**src/rtl/hazard_control_unit.sv**
```systemverilog
// Pipeline hazard controller: load-use interlock, branch flush and memory-wait freeze with watchdog.
// Optional performance counters are compiled in when HAZARD_PERF_EN is defined.
module hazard_control_unit #(
  parameter int unsigned MEM_TIMEOUT = 255,
  parameter int unsigned WAIT_CNT_W  = 8
`ifdef HAZARD_PERF_EN
  , parameter int unsigned PERF_W    = 32
`endif
) (
  input  logic       clk,
  input  logic       reset,
  input  logic [4:0] in_IFID_rs1,
  input  logic [4:0] in_IFID_rs2,
  input  logic       in_IFID_uses_rs1,
  input  logic       in_IFID_uses_rs2,
  input  logic [4:0] in_IDEX_rd,
  input  logic       in_IDEX_mem_read,
  input  logic       in_EX_branch_taken,
  input  logic       in_mem_req,
  input  logic       in_mem_ready,
  output logic       out_PC_stall,
  output logic       out_IFID_stall,
  output logic       out_IFID_flush,
  output logic       out_IDEX_stall,
  output logic       out_IDEX_flush,
  output logic       out_EXMEM_stall,
  output logic       out_MEMWB_flush,
  output logic       out_mem_timeout,
  output logic       out_state
`ifdef HAZARD_PERF_EN
  , output logic [PERF_W-1:0] out_perf_load_use
  , output logic [PERF_W-1:0] out_perf_flush
  , output logic [PERF_W-1:0] out_perf_mem_wait
`endif
);

  typedef enum logic {
    RUN      = 1'b0,
    MEM_WAIT = 1'b1
  } state_t;

  state_t                state, state_nxt;
  logic [WAIT_CNT_W-1:0] wait_cnt, wait_cnt_nxt;
  logic                  timeout_nxt;
  logic                  load_use;
  logic                  mem_stall;
  logic                  sel_branch;
  logic                  sel_load_use;

  // Load-use: EX holds a load whose destination is a register ID actually reads (x0 excluded).
  always_comb begin
    load_use = in_IDEX_mem_read && (in_IDEX_rd != 5'd0) &&
               ((in_IFID_uses_rs1 && (in_IFID_rs1 == in_IDEX_rd)) ||
                (in_IFID_uses_rs2 && (in_IFID_rs2 == in_IDEX_rd)));
  end

  always_ff @(posedge clk or posedge reset) begin
    if (reset) begin
      state           <= RUN;
      wait_cnt        <= '0;
      out_mem_timeout <= 1'b0;
    end else begin
      state           <= state_nxt;
      wait_cnt        <= wait_cnt_nxt;
      out_mem_timeout <= timeout_nxt;
    end
  end

  always_comb begin
    state_nxt       = state;
    wait_cnt_nxt    = wait_cnt;
    timeout_nxt     = out_mem_timeout;
    mem_stall       = 1'b0;
    sel_branch      = 1'b0;
    sel_load_use    = 1'b0;
    out_PC_stall    = 1'b0;
    out_IFID_stall  = 1'b0;
    out_IFID_flush  = 1'b0;
    out_IDEX_stall  = 1'b0;
    out_IDEX_flush  = 1'b0;
    out_EXMEM_stall = 1'b0;
    out_MEMWB_flush = 1'b0;
    out_state       = 1'b0;

    case (state)
      RUN: begin
        if (in_mem_req && !in_mem_ready) begin
          mem_stall    = 1'b1;
          state_nxt    = MEM_WAIT;
          wait_cnt_nxt = WAIT_CNT_W'(1);
        end
      end
      MEM_WAIT: begin
        if (in_mem_ready) begin
          state_nxt    = RUN;
          wait_cnt_nxt = '0;
        end else begin
          mem_stall = 1'b1;
          if (wait_cnt != '1) begin
            wait_cnt_nxt = wait_cnt + WAIT_CNT_W'(1);
          end
        end
      end
      default: begin
        state_nxt    = RUN;
        wait_cnt_nxt = '0;
      end
    endcase

    // Watchdog trips on the stall cycle that brings the count to the limit; sticky until reset.
    if (mem_stall && (wait_cnt_nxt == WAIT_CNT_W'(MEM_TIMEOUT))) begin
      timeout_nxt = 1'b1;
    end

    if (mem_stall) begin
      out_PC_stall    = 1'b1;
      out_IFID_stall  = 1'b1;
      out_IDEX_stall  = 1'b1;
      out_EXMEM_stall = 1'b1;
      out_MEMWB_flush = 1'b1;
    end else if (in_EX_branch_taken) begin
      sel_branch     = 1'b1;
      out_IFID_flush = 1'b1;
      out_IDEX_flush = 1'b1;
    end else if (load_use) begin
      sel_load_use   = 1'b1;
      out_PC_stall   = 1'b1;
      out_IFID_stall = 1'b1;
      out_IDEX_flush = 1'b1;
    end

    out_state = (state == MEM_WAIT);

    // Reset forces every control low immediately, independent of the clock.
    if (reset) begin
      mem_stall       = 1'b0;
      sel_branch      = 1'b0;
      sel_load_use    = 1'b0;
      out_PC_stall    = 1'b0;
      out_IFID_stall  = 1'b0;
      out_IFID_flush  = 1'b0;
      out_IDEX_stall  = 1'b0;
      out_IDEX_flush  = 1'b0;
      out_EXMEM_stall = 1'b0;
      out_MEMWB_flush = 1'b0;
      out_state       = 1'b0;
    end
  end

`ifdef HAZARD_PERF_EN
  // Saturating event counters, credited only to the condition that owns the outputs this cycle.
  always_ff @(posedge clk or posedge reset) begin
    if (reset) begin
      out_perf_load_use <= '0;
      out_perf_flush    <= '0;
      out_perf_mem_wait <= '0;
    end else begin
      if (sel_load_use && (out_perf_load_use != '1)) begin
        out_perf_load_use <= out_perf_load_use + PERF_W'(1);
      end
      if (sel_branch && (out_perf_flush != '1)) begin
        out_perf_flush <= out_perf_flush + PERF_W'(1);
      end
      if (mem_stall && (out_perf_mem_wait != '1)) begin
        out_perf_mem_wait <= out_perf_mem_wait + PERF_W'(1);
      end
    end
  end
`endif

endmodule

```
**config.mk**
```make
export PLATFORM = sky130hd
export DESIGN_NAME = hazard_control_unit
export DESIGN_NICKNAME = d
export VERILOG_FILES = /design/src/rtl/hazard_control_unit.sv
export SDC_FILE = /design/constraint.sdc
export NUM_CORES = 1
export LEC_CHECK = 0
export BUFFER_PORTS_ARGS = -buffer_cell sky130_fd_sc_hd__buf_2
export CORE_MARGIN = 2
export CORE_UTILIZATION = 47
export DETAILED_ROUTE_END_ITERATION = 6
export PLACE_DENSITY = 0.77
export RECOVER_POWER = 100
export SLEW_MARGIN = 10
export SYNTH_ARGS = -nofsm -noshare
export SYNTH_HDL_FRONTEND = slang
export SYNTH_SLANG_ARGS = --single-unit
```
**constraint.sdc**
```tcl
create_clock -name clk -period 2.4 [get_ports clk]
set_input_delay 0.12 -clock clk [delete_from_list [all_inputs] [get_ports clk]]
set_output_delay 0.12 -clock clk [all_outputs]
set_load 0.05 [all_outputs]
```
==> results.tsv <==
stage	metric	value	unit
route	vias per inst	5.825	
route	Post-DRT Antenna Nets	0	
worst_setup_path	Crit path max-delay family	simple AND/OR/NAND/NOR gates	
pwr	Max VDD drop	321.0	uV
route	DRT Pass-1 Iters	4	
worst_setup_path	Arr. time, crit path	2130	ps
sta	measured slew at the worst slew-check pin	605.5	ps
worst_hold_path	Hold WC Path Type	in2reg	
worst_hold_path	Min-Delay Endpoint	wait_cnt[0]$_DFF_PP0_	
clock_tree	CTS tree	built	
logic_synthesis	register bit total from synthesis	10	
route	DR WL/cell	13.34	um
worst_hold_path	min-delay src	in_mem_ready	
clock_tree	CTS Buffer Depth	2	
sta	clock skew	0.4158	ps
place	DP Area	935.9	um2
clock_tree	clk slew on worst S/H paths	60	ps
worst_setup_path	kind of critical path	reg2reg	
sta	Slew headroom	59.80	%
layout	post-route cell area	969.7	um2
sta	fmax	502.3	MHz
pwr	pwr/cell area	458.5	nW/um2
logic_synthesis	sequential area share after synthesis	31.80	%
place	# placed instances	132	
clock_tree	Resized cells post-CTS	0	
layout	post-route core utilization	62.91	%
worst_setup_path	crit-path max cell delay	440	ps
layout	Finished Layout Cells	137	
route	initial drt markers	17	
worst_setup_path	Worst path slowest cell	dfrtp_1	
route	drt drc	0	
global_routing	total congestion overflow	0	
clock_tree	clock sinks	10	
place	Place WS	441.5	ps
floorplanning	Rows	14	
sta	final setup violation count	0	
logic_synthesis	syn_nets	113	
logic_synthesis	synthesized cell area	787.0	um2
global_routing	largest net degree at the start of global routing	12	
worst_setup_path	CP startpoint kind	flop	
worst_setup_path	r2r startpoint	wait_cnt[0]$_DFF_PP0_	
worst_setup_path	Reg2Reg Depth	6	
route	vias	798	
floorplanning	initial core utilization	51.06	%
logic_synthesis	share of flip-flops with an asynchronous set or reset	100.0	%
clock_tree	CTS buffer count	3	
place	HPWL after DPL	1479	um
floorplanning	Die Ht	44.92	um
worst_setup_path	WP data required	2540	ps
logic_synthesis	post-synth top area share	31.80	%
floorplanning	Ports	32	
worst_setup_path	crit path buf inv count	0	
global_routing	first-pass GRT wire length	3111	um
floorplanning	CORE AREA	1541	um2
clock_tree	worst skew pair latency	250	ps
worst_setup_path	r2r setup slk	410	ps
logic_synthesis	dominant cells by area after synthesis	dfrtp_1, xor2_1, a21oi_1, nor2_1, buf_4	
clock_tree	Root Driver	clkbuf_4	
clock_tree	htree depth	1	
floorplanning	Die Span X	44.92	um
sta	final setup margin	409.3	ps
worst_hold_path	hold path cells	2	
global_routing	GRT Overall Usage	20.47	%
global_routing	antenna violations before repair	0	
logic_synthesis	Mapped Cells	89	
place	PortBufs	31	
logic_synthesis	Unique masters post-synth	39	
logic_synthesis	yosys warns	0	
sta	Setup TNS	0	ps
run	MaxCap Viol Count	0	
pwr	leakage power	0.4694	nW
sta	Final Hold Vio Count	0	
worst_setup_path	CP cell instances	ha_1, nand4_1, or2_0, a32o_1, nor3b_1, a41o_1	
worst_setup_path	Crit Reg-Reg Endpoint	out_mem_timeout$_DFFE_PP0P_	
floorplanning	total die area	2018	um2
worst_setup_path	crit-path max FO	6	
logic_synthesis	Post-synth EDFFs	0	
route	Post-Route WL	1828	um
logic_synthesis	area leader, netlist	dfrtp_1	
logic_synthesis	main flop type after synthesis	dfrtp_1	
status	status	complete, no violations	
place	RePlAce Congestion	0.9625	
layout	share of layout cells above drive strength 1	25.62	%
layout	antenna fix cells	0	
layout	final net count	146	
global_routing	vias in the first global route	753	
sta	min Tclk post-route	1991	ps
sta	period utilisation layout	82.95	%
layout	area delta synth->final	23.21	%
sta	unrepaired setup endpoints after global routing	false	
worst_setup_path	Critical Path Sink Type	flop	
logic_synthesis	syn_area_per_cell	8.843	um2
sta	max-slew violation total from the final report	0	
## power by group
group / internal, W / switching (W)
sequential: 0.000175 / 0.0000116
clock: 0.0000919 / 0.0000536
combinational: 0.0000422 / 0.0000701
## cells in the mapped netlist (all sizes together), types with 3 or more instances
cell type and instances:
nand2 4, xor2 8, nor2b 3, nor2 7, nor4 3, and3 3, o21ai 3, nor3 3
nand4 3, buf 3, a21oi 6, inv 4, dfrtp 10
## stage by stage
| stage | hold WS [ps] | total power, W |
|---|---|---|
| finish | 126.6 | 0.0004446 |
| floorplan | -31.70 | 0.0002641 |
| detailed placement | 157.7 | 0.0003022 |
| global route | 151.0 | 0.0004698 |
| CTS | 127.6 | 0.0004505 |
| global placement | 157.2 | 0.0002991 |
## how the worst max path moves through the flow
stage | slack (ps) | end | from | cells past startpoint
after floorplan | 300 | out_PC_stall | in_IDEX_rd[2] | 6
after global placement | 510 | out_mem_timeout$_DFFE_PP0P_ | wait_cnt[0]$_DFF_PP0_ | 6
after detailed placement | 440 | out_mem_timeout$_DFFE_PP0P_ | wait_cnt[0]$_DFF_PP0_ | 6
after CTS | 440 | out_mem_timeout$_DFFE_PP0P_ | wait_cnt[0]$_DFF_PP0_ | 6
after global routing | 260 | out_mem_timeout$_DFFE_PP0P_ | wait_cnt[0]$_DFF_PP0_ | 6
final | 410 | out_mem_timeout$_DFFE_PP0P_ | wait_cnt[0]$_DFF_PP0_ | 6
## registers in the layout (all words and copies together) (netlist names)
name,flops
state,1
wait_cnt,8
out_mem_timeout,1
## worst reg2reg max path, cell delays in order, from the launching register on
cell and delay [ps]:
dfrtp_1 440, ha_1 270, nand4_1 220, or2_0 300
a32o_1 280, nor3b_1 140, a41o_1 240
## kinds of logic after synthesis
family / Yosys count / synth area share [%]
XOR/XNOR: 10 / 11.13
adder cells (fa/ha/maj): 1 / 1.590
flip-flops: 10 / 31.80
buffers and inverters: 8 / 5.245
AO/OA/AOI/OAI: 22 / 20.99
multiplexers: 1 / 1.431
AND/OR/NAND/NOR: 37 / 27.82
## area by class of cell
cell class,count,area [um2]
inverters,4,15.01
repair buffers,32,152.6
fillers,146,571.8
well taps,16,20.02
multi-input cells,71,495.5
clock buffers,4,36.28
flip-flops and latches,10,250.2
## per-layer routing
layer	track usage, %	wire, um
met4	1.765	0
met1	28.32	807
met5	0	0
met2	33.71	906
met3	5.200	114
## placed cells by master (no fill, tap or decap), types with 2 or more instances in the layout
master      n
xor2_1      8
nor2_1      7
and4_2      2
nor4_1      3
o21ai_0     3
and3_1      3
nand2_1     4
dfrtp_1    10
clkbuf_4    3
inv_1       4
xnor2_1     2
nor3_1      3
nand4_1     2
o2111ai_1   2
nor2b_1     3
o211a_1     2
clkbuf_1   10
a21oi_1     6
buf_2      21
## timing repair
item                      in CTS  in global routing
hold buffers                   1                  0
hold endpoints to repair      10                  0
setup buffers                  0                  0
No activity file was read; power rests on OpenSTA's default activity.
